File: config.mk
export PLATFORM = sky130hd
export DESIGN_NAME = exc_irq_ctrl
export DESIGN_NICKNAME = d
export VERILOG_FILES = /design/src/rtl/cpu_exc_pkg.sv /design/src/rtl/irq_sync_edge.sv /design/src/rtl/exc_irq_ctrl.sv
export SDC_FILE = /design/constraint.sdc
export NUM_CORES = 1
export LEC_CHECK = 0
export BUFFER_PORTS_ARGS = -buffer_cell sky130_fd_sc_hd__buf_2
export CAP_MARGIN = 10
export CORE_MARGIN = 1.5
export CORE_UTILIZATION = 54
export DETAILED_ROUTE_END_ITERATION = 10
export PLACE_DENSITY = 0.9
export SLEW_MARGIN = 15
export SYNTH_ARGS = -nofsm -noshare
export SYNTH_HDL_FRONTEND = slang
export SYNTH_HIERARCHICAL = 1
export SYNTH_SLANG_ARGS = --single-unit
File: constraint.sdc
create_clock -name clk -period 7.1 [get_ports clk]
set_clock_uncertainty 0.15 [all_clocks]
set_input_delay 0.71 -clock clk [delete_from_list [all_inputs] [get_ports clk]]
set_output_delay 0.71 -clock clk [all_outputs]
set_load 0.01 [all_outputs]
File: src/rtl/cpu_exc_pkg.sv
// Shared exception-controller types: trap FSM states, cause codes and the
// decode-legality check for the pipelined CPU's instruction set.
package cpu_exc_pkg;

  typedef enum logic [1:0] {
    USER   = 2'd0,
    ENTER  = 2'd1,
    KERNEL = 2'd2
  } exc_state_e;

  localparam logic [3:0] CAUSE_NONE     = 4'd0;
  localparam logic [3:0] CAUSE_UND      = 4'd1;
  localparam logic [3:0] CAUSE_IRQ_BASE = 4'd2;

  localparam logic [5:0] OP_SPECIAL = 6'h00;
  localparam logic [5:0] OP_IMM_LO  = 6'h01;
  localparam logic [5:0] OP_IMM_HI  = 6'h0C;
  localparam logic [5:0] OP_LUI     = 6'h0F;
  localparam logic [5:0] OP_LW      = 6'h23;
  localparam logic [5:0] OP_SW      = 6'h2B;

  localparam logic [5:0] FN_SLL    = 6'h00;
  localparam logic [5:0] FN_SRL    = 6'h02;
  localparam logic [5:0] FN_SRA    = 6'h03;
  localparam logic [5:0] FN_JR     = 6'h08;
  localparam logic [5:0] FN_JALR   = 6'h09;
  localparam logic [5:0] FN_ALU_LO = 6'h20;
  localparam logic [5:0] FN_ALU_HI = 6'h27;
  localparam logic [5:0] FN_SLT    = 6'h2A;

  function automatic logic instr_legal(input logic [5:0] op, input logic [5:0] fn);
    if (op == OP_SPECIAL)
      return (fn == FN_SLL) || (fn == FN_SRL) || (fn == FN_SRA) || (fn == FN_JR) ||
             (fn == FN_JALR) || (fn == FN_SLT) || ((fn >= FN_ALU_LO) && (fn <= FN_ALU_HI));
    return ((op >= OP_IMM_LO) && (op <= OP_IMM_HI)) ||
           (op == OP_LUI) || (op == OP_LW) || (op == OP_SW);
  endfunction

endpackage

File: src/rtl/irq_sync_edge.sv
// Per-bit 2-flop synchroniser followed by a rising-edge detector for
// asynchronous level interrupt lines.
module irq_sync_edge #(
  parameter int unsigned WIDTH = 1
) (
  input  logic             clk,
  input  logic             reset,
  input  logic [WIDTH-1:0] async_i,
  output logic [WIDTH-1:0] rise_o
);

  logic [WIDTH-1:0] meta_q, sync_q, prev_q;

  always_ff @(posedge clk or posedge reset) begin
    if (reset) begin
      meta_q <= '0;
      sync_q <= '0;
      prev_q <= '0;
    end else begin
      meta_q <= async_i;
      sync_q <= meta_q;
      prev_q <= sync_q;
    end
  end

  assign rise_o = sync_q & ~prev_q;

endmodule

File: src/rtl/exc_irq_ctrl.sv
// Exception/interrupt controller: pending/mask handling, undefined-opcode
// traps and USER/ENTER/KERNEL sequencing. Define EXC_IRQ_MASK_EN for the mask register.
module exc_irq_ctrl
  import cpu_exc_pkg::*;
#(
  parameter int unsigned N_IRQ   = 4,
  parameter logic [31:0] VEC_IRQ = 32'h8000_0004,
  parameter logic [31:0] VEC_UND = 32'h8000_0008
) (
  input  logic             clk,
  input  logic             reset,
  input  logic [N_IRQ-1:0] irq_i,
  input  logic             instr_valid_i,
  input  logic [31:0]      pc_i,
  input  logic [5:0]       opcode_i,
  input  logic [5:0]       funct_i,
  input  logic             eret_i,
  input  logic             ack_we_i,
  input  logic [N_IRQ-1:0] ack_data_i,
  input  logic             mask_we_i,
  input  logic [N_IRQ-1:0] mask_data_i,
  output logic             redirect_o,
  output logic [31:0]      redirect_pc_o,
  output logic             flush_o,
  output logic             kernel_o,
  output logic [31:0]      epc_o,
  output logic [3:0]       cause_o,
  output logic [N_IRQ-1:0] pending_o
);

  logic [N_IRQ-1:0] irq_rise, irq_mask, eligible;
  logic [N_IRQ-1:0] pending_q, pending_d;
  logic             irq_hit;
  logic [3:0]       irq_line;

  exc_state_e  state_q;
  logic        redirect_q, flush_q, kernel_q;
  logic [31:0] redirect_pc_q, epc_q;
  logic [3:0]  cause_q;

  irq_sync_edge #(.WIDTH(N_IRQ)) u_sync (
    .clk     (clk),
    .reset   (reset),
    .async_i (irq_i),
    .rise_o  (irq_rise)
  );

`ifdef EXC_IRQ_MASK_EN
  logic [N_IRQ-1:0] mask_q;

  always_ff @(posedge clk or posedge reset) begin
    if (reset)          mask_q <= '0;
    else if (mask_we_i) mask_q <= mask_data_i;
  end

  assign irq_mask = mask_q;
`else
  logic unused_mask;
  assign unused_mask = mask_we_i ^ (^mask_data_i);
  assign irq_mask    = '0;
`endif

  // A new edge is ORed in after the ack clear so that set wins.
  always_comb begin
    pending_d = pending_q;
    if (ack_we_i) pending_d = pending_d & ~ack_data_i;
    pending_d = pending_d | irq_rise;
  end

  always_ff @(posedge clk or posedge reset) begin
    if (reset) pending_q <= '0;
    else       pending_q <= pending_d;
  end

  assign eligible = pending_q & ~irq_mask;

  always_comb begin
    irq_hit  = 1'b0;
    irq_line = '0;
    for (int unsigned k = 0; k < N_IRQ; k++) begin
      if (eligible[k] && !irq_hit) begin
        irq_hit  = 1'b1;
        irq_line = 4'(k);
      end
    end
  end

  always_ff @(posedge clk or posedge reset) begin
    if (reset) begin
      state_q       <= USER;
      redirect_q    <= 1'b0;
      flush_q       <= 1'b0;
      kernel_q      <= 1'b0;
      redirect_pc_q <= '0;
      epc_q         <= '0;
      cause_q       <= CAUSE_NONE;
    end else begin
      redirect_q <= 1'b0;
      flush_q    <= 1'b0;
      unique case (state_q)
        USER: begin
          if (instr_valid_i) begin
            if (irq_hit) begin
              state_q       <= ENTER;
              cause_q       <= CAUSE_IRQ_BASE + irq_line;
              epc_q         <= pc_i;
              redirect_pc_q <= VEC_IRQ;
              redirect_q    <= 1'b1;
              flush_q       <= 1'b1;
            end else if (!instr_legal(opcode_i, funct_i)) begin
              state_q       <= ENTER;
              cause_q       <= CAUSE_UND;
              epc_q         <= pc_i + 32'd4;
              redirect_pc_q <= VEC_UND;
              redirect_q    <= 1'b1;
              flush_q       <= 1'b1;
            end
          end
        end
        ENTER: begin
          state_q  <= KERNEL;
          kernel_q <= 1'b1;
        end
        KERNEL: begin
          if (instr_valid_i && eret_i) begin
            state_q       <= USER;
            kernel_q      <= 1'b0;
            redirect_q    <= 1'b1;
            redirect_pc_q <= epc_q;
            cause_q       <= CAUSE_NONE;
          end
        end
        default: state_q <= USER;
      endcase
    end
  end

  assign redirect_o    = redirect_q;
  assign flush_o       = flush_q;
  assign kernel_o      = kernel_q;
  assign redirect_pc_o = redirect_pc_q;
  assign epc_o         = epc_q;
  assign cause_o       = cause_q;
  assign pending_o     = pending_q;

endmodule

==> results of run 1 <==
[where the power goes]
part | internal (W) | leakage [nW] | switching, W | total (W)
Sequential | 0.000674 | 1.09 | 0.000129 | 0.000803
Clock | 0.000177 | 0.101 | 0.000186 | 0.000362
Combinational | 0.000327 | 1.29 | 0.000293 | 0.000620
Total | 0.00118 | 2.48 | 0.000608 | 0.00179
[cell usage after synthesis, types with 5 or more instances]
master	n	share of area (%)
nor3_1	5	0.62
mux2_4	24	8.9
a21oi_1	6	0.74
and3_1	6	0.93
mux2_2	6	1.7
nand3_1	12	1.5
a22o_1	31	6.7
dfrtp_1	88	54
xnor2_1	23	5.0
nor2_1	7	0.65
inv_1	8	0.74
nand4_1	11	1.7
nand2_1	19	1.8
xor2_1	6	1.3
[per-stage QoR]
| stage | instances | area, um2 |
|---|---|---|
| finish | 547 | 4950 |
| global placement | 531 | 4740 |
| detailed placement | 531 | 4740 |
| floorplan | 313 | 4060 |
| CTS | 547 | 4950 |
| global route | 547 | 4950 |
[logic make-up (layout without fill, tap and decap cells)]
| family | count (synthesis) | in the layout | share of synthesized area (%) |
|---|---|---|---|
| AOI/OAI and AO/OA | 55 | 55 | 11.1 |
| xor gates and xnor gates | 29 | 29 | 6.26 |
| adders and majority gates | 1 | 1 | 0.308 |
| buffers and inverters | 21 | 156 | 3.55 |
| DFF | 88 | 88 | 54.3 |
| muxes | 34 | 34 | 11.5 |
| other | 1 | 1 | 0.0924 |
| and+or+nand+nor | 84 | 84 | 12.9 |
[routing by layer]
metal / up-vias / routed length [um]
met5: - / 0
met4: 0 / 119
met3: 14 / 532
met2: 111 / 4740
met1: 1531 / 3760
li1: 1388 / -
[critical path, delay by kind of cell]
family | cells | cell delay [ns]
and+or+nand+nor | 2 | 0.41
AOI/OAI and AO/OA | 2 | 1.28
muxes | 1 | 0.42
buffers and inverters | 1 | 0.12
[sequential cells by signal, summed over array words and instances, names as in the netlist]
register       cells
epc_o             32
redirect_pc_o     32
pending_o          4
u_sync/meta_q      4
u_sync/prev_q      4
u_sync/sync_q      4
cause_o            3
state_q            2
flush_o            1
kernel_o           1
redirect_o         1
[worst paths after layout]
kind / start / end / slack, ns / cells past startpoint
worst max-delay path: opcode_i[5] / epc_o[13] / 4.22 / 6
worst min-delay path: reset / u_sync/meta_q[0] / 0.21 / 2
worst max register to register: pending_o[3] / epc_o[15] / 4.24 / 5
worst min register to register: u_sync/meta_q[3] / u_sync/sync_q[3] / 0.21 / 0
max in group asynchronous: reset / redirect_pc_o[6] / 5.59 / 3
min in group clk: u_sync/meta_q[3] / u_sync/sync_q[3] / 0.21 / 0
[final cells by class]
cell class / count / area [um2]
Multi-Input combinational cell: 204 / 1720
Clock inverter: 6 / 73.8
Sequential cell: 88 / 2200
Tap cell: 99 / 124
Inverter: 8 / 31.3
Fill cell: 551 / 2300
Timing Repair Buffer: 132 / 666
Clock buffer: 10 / 138
==> reports/metrics.yaml, run 1 <==
run_status: "complete, no violations"
syn_nets: 376
worstPathCellList: "buf_2 -> nor4_1 -> nand2_1 -> a21oi_1 -> o21a_2 -> mux2_2"
drt-initial-drc-count: 86
setup_viol: 0
fin_crit_ns: 2.88
synth-edff-count: 0
core-area_um2: 7250
rows: 31
grt_start_max_net_pins: 49
grtUsageMet1_pct: 29.2
synthArstFlopShare_pct: 100
nets: 506
clk_path_buf_depth: 2
power_density_nw_per_um2: 360
gp_congestion: 0.802
cp_slowest_cell: "o21a_2"
clock_latency_ns: 0.35
slowest_delay_ns: 0.97
clock.fmax_mhz: 347
ys_seq_area_share_pct: 54.3
dp_slack_ns: 3.83
setup_tns_ns: 0
p_total_w: 0.00179
port_buffers: 130
drtAntennaViolNets: 0
endpoint_kind: "flop"
rsz0062_at_grt: "no"
cts.sinks: 88
holdBufCountCts: 0
syn_inst: 313
crit_type: "input port to flop"
cts_inserted_buffers: 9
maxCapViolCount: 0
firstDrtPassIters: 4
start_kind: "input port"
ys_types: 46
antenna_found_initial: 0
syn_to_final_growth_pct: 22.1
fp.dieArea_um2: 8040
drt_wl_total_mm: 9.15
drc: 0
cts_setup_buffers: 0
diodes: 0
cp_max_fo: 35
die_y_um: 89.7
met2_usage_pct: 38.9
peakVddDrop_mv: 0.249
final_util_pct: 68.3
hold_viol: 0
tightestPinTransition_ns: 1.14
grt_use_met3_pct: 4.84
h-tree-depth: 3
grt_overflow: 0
syn-mean-instance-area_um2: 13.0
ys_seq_elements: 88
busiest_layer: "met2"
slew_headroom_pct: 24.1
cp_data_required_time_ns: 7.18
clkTransAtPathRegs_ns: 0.10
layout_setup_ws_ns: 4.22
layout_common_cells: "buf_2 (130), dfrtp_1 (88), a22o_1 (31), mux2_4 (24), xnor2_1 (23)"
p_leak_nw: 2.48
ios: 137
holdWs_ns: 0.210
finalCritPeriodShare_pct: 40.6
grt_usage_pct: 23.1
min_path_type: "input port to async pin"
critPathArrivalTime_ns: 2.96
grt_pass1_wl_mm: 13.9
drive_above_1_share_pct: 43.3
syn_area_um2: 4060
grt_pass1_vias: 2877
layout_commonest_cell: "buf_2"
yosysWarnings: 6
start_util_pct: 55.9
drt-vias-per-instance: 5.56
avgRoutedWirePerCell_um: 16.7
die_w_um: 89.7
num_vias: 3044
slew_viol_final: 0
clockRootBuffer: "clkbuf_8"
cts_tree: "done"
hpwl_mm: 6.55
ys.flop_type: "dfrtp_1"
cts_resized: 0
Note: power is estimated with default switching activity, not from simulation.
==> inputs of run 2 (changes only) <==
--- a/config.mk
+++ b/config.mk
@@ -5,12 +5,13 @@
 export SDC_FILE = /design/constraint.sdc
 export NUM_CORES = 1
 export LEC_CHECK = 0
+export ABC_AREA = 1
 export BUFFER_PORTS_ARGS = -buffer_cell sky130_fd_sc_hd__buf_2
 export CAP_MARGIN = 10
 export CORE_MARGIN = 1.5
-export CORE_UTILIZATION = 54
+export CORE_UTILIZATION = 51
 export DETAILED_ROUTE_END_ITERATION = 10
-export PLACE_DENSITY = 0.9
+export PLACE_DENSITY = 0.85
 export SLEW_MARGIN = 15
 export SYNTH_ARGS = -nofsm -noshare
 export SYNTH_HDL_FRONTEND = slang
==> constraint.sdc (replaced) <==
create_clock -name clk -period 2.8 [get_ports clk]
set_clock_uncertainty 0.15 [all_clocks]
set_input_delay 0.28 -clock clk [delete_from_list [all_inputs] [get_ports clk]]
set_output_delay 0.28 -clock clk [all_outputs]
set_load 0.01 [all_outputs]
==> reports/metrics.yaml, run 2 <==
cp_slowest_cell: "dfrtp_1"
syn-mean-instance-area_um2: 8.22
fp.dieArea_um2: 8830
slew_viol_final: 0
met2_usage_pct: 43.2
firstDrtPassIters: 5
core-area_um2: 7850
multiInputGateArea_um2: 1780
cp_max_fo: 11
maxCapViolCount: 0
worstPathCellList: "nor2_2 -> nand2_2 -> buf_4 -> nor2_4 -> nand2_1 -> nor2_1 -> nand2_1 -> xor2_1 -> o21ai_1"
rows: 32
synth_xor_area_share_pct: 4.36
synthSimpleGateAreaFrac_pct: 32.7
grt_use_met3_pct: 2.75
cp_data_required_time_ns: 2.89
drc: 0
clockRootBuffer: "clkbuf_8"
layout_commonest_cell: "nand2_1"
crit_type: "flop to flop"
drtAntennaViolNets: 0
cts_setup_buffers: 0
syn_inst: 513
cts_inserted_buffers: 9
run_status: "complete, no violations"
grt_start_max_net_pins: 56
die_w_um: 94.0
busiest_layer: "met2"
cts.sinks: 88
power_density_nw_per_um2: 827
ys_seq_elements: 88
setup_tns_ns: 0
layout_common_cells: "nand2_1 (195), buf_2 (130), dfrtp_1 (88), nand3_1 (53), inv_1 (33)"
slowest_delay_ns: 0.41
clk_path_buf_depth: 2
start_kind: "flop"
ff_latch_area_um2: 2200
syn_area_um2: 4220
synth-edff-count: 0
rsz0062_at_grt: "no"
holdWs_ns: 0.0605
synth_top_family_by_area: "simple AND/OR/NAND/NOR gates"
yosys-top-cells-count: "nand2_1 (195), dfrtp_1 (88), nand3_1 (53)"
syn_nets: 576
p_leak_nw: 2.90
grt_usage_pct: 24.1
avgRoutedWirePerCell_um: 13.3
grt_pass1_vias: 3523
cts_tree: "done"
peakVddDrop_mv: 0.476
min_path_type: "input port to flop"
critPathArrivalTime_ns: 2.00
syn_to_final_growth_pct: 24.4
slew_headroom_pct: 36.2
fill_cells: 680
h-tree-depth: 3
port_buffers: 130
start_util_pct: 53.8
grt_overflow: 0
num_vias: 3776
synthAdderAreaFrac_pct: 0.297
clock.fmax_mhz: 523
cpMostUsedCell: "nand2_1"
synth-compound-area-share_pct: 4.51
ys_seq_area_share_pct: 52.2
grt_pass1_wl_mm: 16.4
setup_viol: 0
clock_latency_ns: 0.35
finalCritPeriodShare_pct: 68.2
ios: 137
hpwl_mm: 7.46
hold_viol: 0
nets: 712
fin_crit_ns: 1.91
crit_family: "simple AND/OR/NAND/NOR gates"
ys.flop_type: "dfrtp_1"
diodes: 0
cts_resized: 0
clkTransAtPathRegs_ns: 0.09
die_y_um: 94.0
gp_congestion: 0.914
drt_wl_total_mm: 10.1
synthMuxAreaShare_pct: 0.237
yosysWarnings: 6
antenna_found_initial: 0
drt-initial-drc-count: 175
yosysMostFrequentCell: "nand2_1"
yosysTopAreaCellShare_pct: 52.2
drive_above_1_share_pct: 27.4
drt-vias-per-instance: 4.99
grtUsageMet1_pct: 30.6
cp_num_buf_inv: 1
synth.area.top_cells: "dfrtp_1 (52%), nand2_1 (17%), nand3_1 (6.3%)"
endpoint_kind: "flop"
yosysTopAreaCell: "dfrtp_1"
synthArstFlopShare_pct: 100
tightestPinTransition_ns: 0.957
ys_types: 32
## run 2: layout make-up
type,instances,share of cell area [%]
inverters,36,2.60
well taps,102,2.43
clock inverters,7,1.62
flip-flops and latches,88,42.0
multi-input cells,371,34.0
repair buffers,143,15.1
clock buffers,9,2.36
## run 2: report_power, final
| part | total, W | switching [W] | leakage, nW | internal [W] |
|---|---|---|---|---|
| Combinational | 0.00144 | 0.000864 | 1.68 | 0.000576 |
| Clock | 0.000922 | 0.000488 | 0.107 | 0.000433 |
| Sequential | 0.00198 | 0.000288 | 1.11 | 0.00169 |
## run 2: worst paths after layout
kind | start | to | slack (ns) | depth (start not counted)
setup reg to reg | pending_o[3] | epc_o[16] | 0.89 | 9
hold reg to reg | u_sync/meta_q[3] | u_sync/sync_q[3] | 0.21 | 0
hold / removal | ack_data_i[3] | pending_o[3] | 0.06 | 3
setup / recovery | pending_o[3] | epc_o[16] | 0.89 | 9
min in group asynchronous | reset | u_sync/sync_q[0] | 0.39 | 3
max in group asynchronous | reset | redirect_pc_o[27] | 1.17 | 4
## run 2: metal layers
| layer | part of all wire, % | vias up | wire length, um |
|---|---|---|---|
| li1 | - | 1893 | - |
| met3 | 3.4 | 14 | 340 |
| met4 | 1.6 | 0 | 160 |
| met5 | 0 | - | 0 |
| met1 | 44 | 1775 | 4400 |
| met2 | 51 | 94 | 5190 |
## run 2: timing repair
action	CTS	global route
endpoints found under the setup margin	0	0
hold endpoints to repair	24	0
hold buffers	7	0
## run 2: worst reg2reg max path, cell delays in order, from the launching register on
cell and delay (ns):
dfrtp_1 0.41, nor2_2 0.14, nand2_2 0.08, buf_4 0.20
nor2_4 0.17, nand2_1 0.11, nor2_1 0.19, nand2_1 0.09
xor2_1 0.16, o21ai_1 0.08
## run 2: per-stage QoR
step	cell area (um2)	util [%]	power, W	setup slack, ns	cells
finish	5250	66.9	0.00434	0.890	756
global route	5250	66.9	0.00464	0.709	756
CTS	5250	66.9	0.00437	0.869	756
detailed placement	4970	63.3	0.00345	0.885	733
global placement	4970	63.3	0.00338	0.921	733
floorplan	4220	-	0.00278	0.432	513
## run 2: logic make-up (layout without fill, tap and decap cells)
logic type | after synthesis | in the layout
buffers and inverters | 54 | 195
muxes | 1 | 1
AOI/OAI and AO/OA | 35 | 35
and+or+nand+nor | 312 | 312
xor gates and xnor gates | 21 | 21
DFF | 88 | 88
adders and majority gates | 1 | 1
other | 1 | 1
==> inputs of run 3 (changes only) <==
--- a/config.mk
+++ b/config.mk
@@ -5,13 +5,13 @@
 export SDC_FILE = /design/constraint.sdc
 export NUM_CORES = 1
 export LEC_CHECK = 0
-export ABC_AREA = 1
+export ABC_AREA = 0
 export BUFFER_PORTS_ARGS = -buffer_cell sky130_fd_sc_hd__buf_2
 export CAP_MARGIN = 10
 export CORE_MARGIN = 1.5
-export CORE_UTILIZATION = 51
+export CORE_UTILIZATION = 50
 export DETAILED_ROUTE_END_ITERATION = 10
-export PLACE_DENSITY = 0.85
+export PLACE_DENSITY = 0.84
 export SLEW_MARGIN = 15
 export SYNTH_ARGS = -nofsm -noshare
 export SYNTH_HDL_FRONTEND = slang
==> constraint.sdc (replaced) <==
create_clock -name clk -period 2 [get_ports clk]
set_clock_uncertainty 0.15 [all_clocks]
set_input_delay 0.2 -clock clk [delete_from_list [all_inputs] [get_ports clk]]
set_output_delay 0.2 -clock clk [all_outputs]
set_load 0.01 [all_outputs]
==> reports/metrics.yaml, run 3 (synthesized netlist as in run 1, its figures left out) <==
die_w_um: 93.1
clockRootBuffer: "clkbuf_8"
gp_congestion: 0.851
layout_common_cells: "buf_2 (130), dfrtp_1 (88), a22o_1 (31), mux2_4 (24), xnor2_1 (23)"
cp_max_fo: 12
rows: 32
num_vias: 3220
fp.dieArea_um2: 8660
fin_crit_ns: 2.23
drc: 0
layout_setup_ws_ns: -0.227
setup_tns_ns: -11.04
ios: 137
clkTransAtPathRegs_ns: 0.09
drt_wl_total_mm: 10.2
clk_path_buf_depth: 2
port_buffers: 130
nets: 548
clock_latency_ns: 0.35
critPathArrivalTime_ns: 2.31
grt_pass1_vias: 3191
min_path_type: "input port to flop"
finalCritPeriodShare_pct: 111
diodes: 0
tightestPinTransition_ns: 0.744
maxCapViolCount: 0
crit_type: "flop to flop"
grt_start_max_net_pins: 31
grt_overflow: 0
start_util_pct: 52.0
fill_cells: 552
firstDrtPassIters: 4
hold_viol: 0
core-area_um2: 7810
drt-initial-drc-count: 182
syn_to_final_growth_pct: 34.4
peakVddDrop_mv: 0.708
cts_tree: "done"
run_status: "finished with violations"
cts.sinks: 88
antenna_found_initial: 0
die_y_um: 93.1
hpwl_mm: 7.03
drive_above_1_share_pct: 46.3
h-tree-depth: 3
placed_area_um2: 4950
rsz0062_at_grt: "yes"
grt_usage_pct: 23.8
clock.fmax_mhz: 449
slew_headroom_pct: 50.2
layout_commonest_cell: "buf_2"
drtAntennaViolNets: 0
grt_pass1_wl_mm: 15.8
setup_viol: 68
endpoint_kind: "flop"
slew_viol_final: 0
start_kind: "flop"
avgRoutedWirePerCell_um: 17.3
cts_inserted_buffers: 9
power_density_nw_per_um2: 1220
cp_data_required_time_ns: 2.08
violations: "negative setup slack"
fin_area_um2: 5450
drt-vias-per-instance: 5.44
p_total_w: 0.00665
p_leak_nw: 2.73
## run 3: cell count changes in the layout (fill, tap and decap cells not counted), sizes merged, moves of 6 or more
| cell | change |
|---|---|
| buf | +25 |
| nand4 | +7 |
| a22o | +31 |
| nor2 | -32 |
| o21ai | -25 |
| nand3 | -42 |
| nor4 | +6 |
| mux2 | +30 |
| inv | -30 |
| xnor2 | +12 |
| nand2 | -180 |
## run 3: metrics by stage
stage,setup WS [ns],instances,utilization (%),hold WS [ns]
2_1_floorplan,-0.291,313,-,-0.0853
3_5_place_dp,-0.311,556,63.4,0.0915
3_3_place_gp,-0.224,556,63.4,0.0819
4_1_cts,-0.237,587,68.6,0.00251
5_1_grt,-0.303,592,69.8,0.00629
6_report,-0.227,592,69.8,0.0199
## run 3: worst paths after layout
| check | start | end | cells past startpoint | slack, ns |
|---|---|---|---|---|
| max | pending_o[1] | epc_o[20] | 7 | -0.23 |
| min | eret_i | state_q[1] | 3 | 0.02 |
| max reg2reg | pending_o[1] | epc_o[20] | 7 | -0.23 |
| min reg2reg | u_sync/meta_q[2] | u_sync/sync_q[2] | 0 | 0.21 |
| max in group asynchronous | reset | epc_o[29] | 4 | 0.87 |
| min in group asynchronous | reset | u_sync/meta_q[3] | 3 | 0.26 |
## run 3: repair_timing
action | 4_1_cts | 5_1_grt
endpoints found under the hold margin | 42 | 0
gates resized for setup | 11 | 3
hold buffers | 11 | 0
pin swaps | 2 | 2
setup endpoints to repair | 68 | 68
cloned | 1 | 3
buffers inserted | 3 | 2
## run 3: layout make-up
cell class | count | area (um2) | area share [%]
multi-input combinational | 204 | 1750 | 32.1
clock buffer | 10 | 128 | 2.34
tap | 102 | 128 | 2.34
timing repair buffer | 174 | 1140 | 20.8
clock inverter | 6 | 75.1 | 1.38
sequential | 88 | 2200 | 40.4
inverter | 8 | 33.8 | 0.620
## run 3: power by group
part           internal [W]  switching (W)
combinational       0.00137        0.00112
clock              0.000599       0.000679
sequential          0.00239       0.000489
## run 3: per-layer routing
layer	GRT usage (%)	vias up	wire, um
met5	0	-	0
met4	7.83	0	109
met3	5.12	8	590
met2	39.7	116	5130
met1	30.8	1618	4400
li1	-	1478	-
## run 3: worst max-delay path, stage by stage, from the launching register on
cell,delay (ns)
dfrtp_1,0.40
or4_4,0.52
buf_6,0.16
nor2_4,0.08
o21ai_2,0.09
o21a_4,0.25
buf_16,0.17
mux2_4,0.30
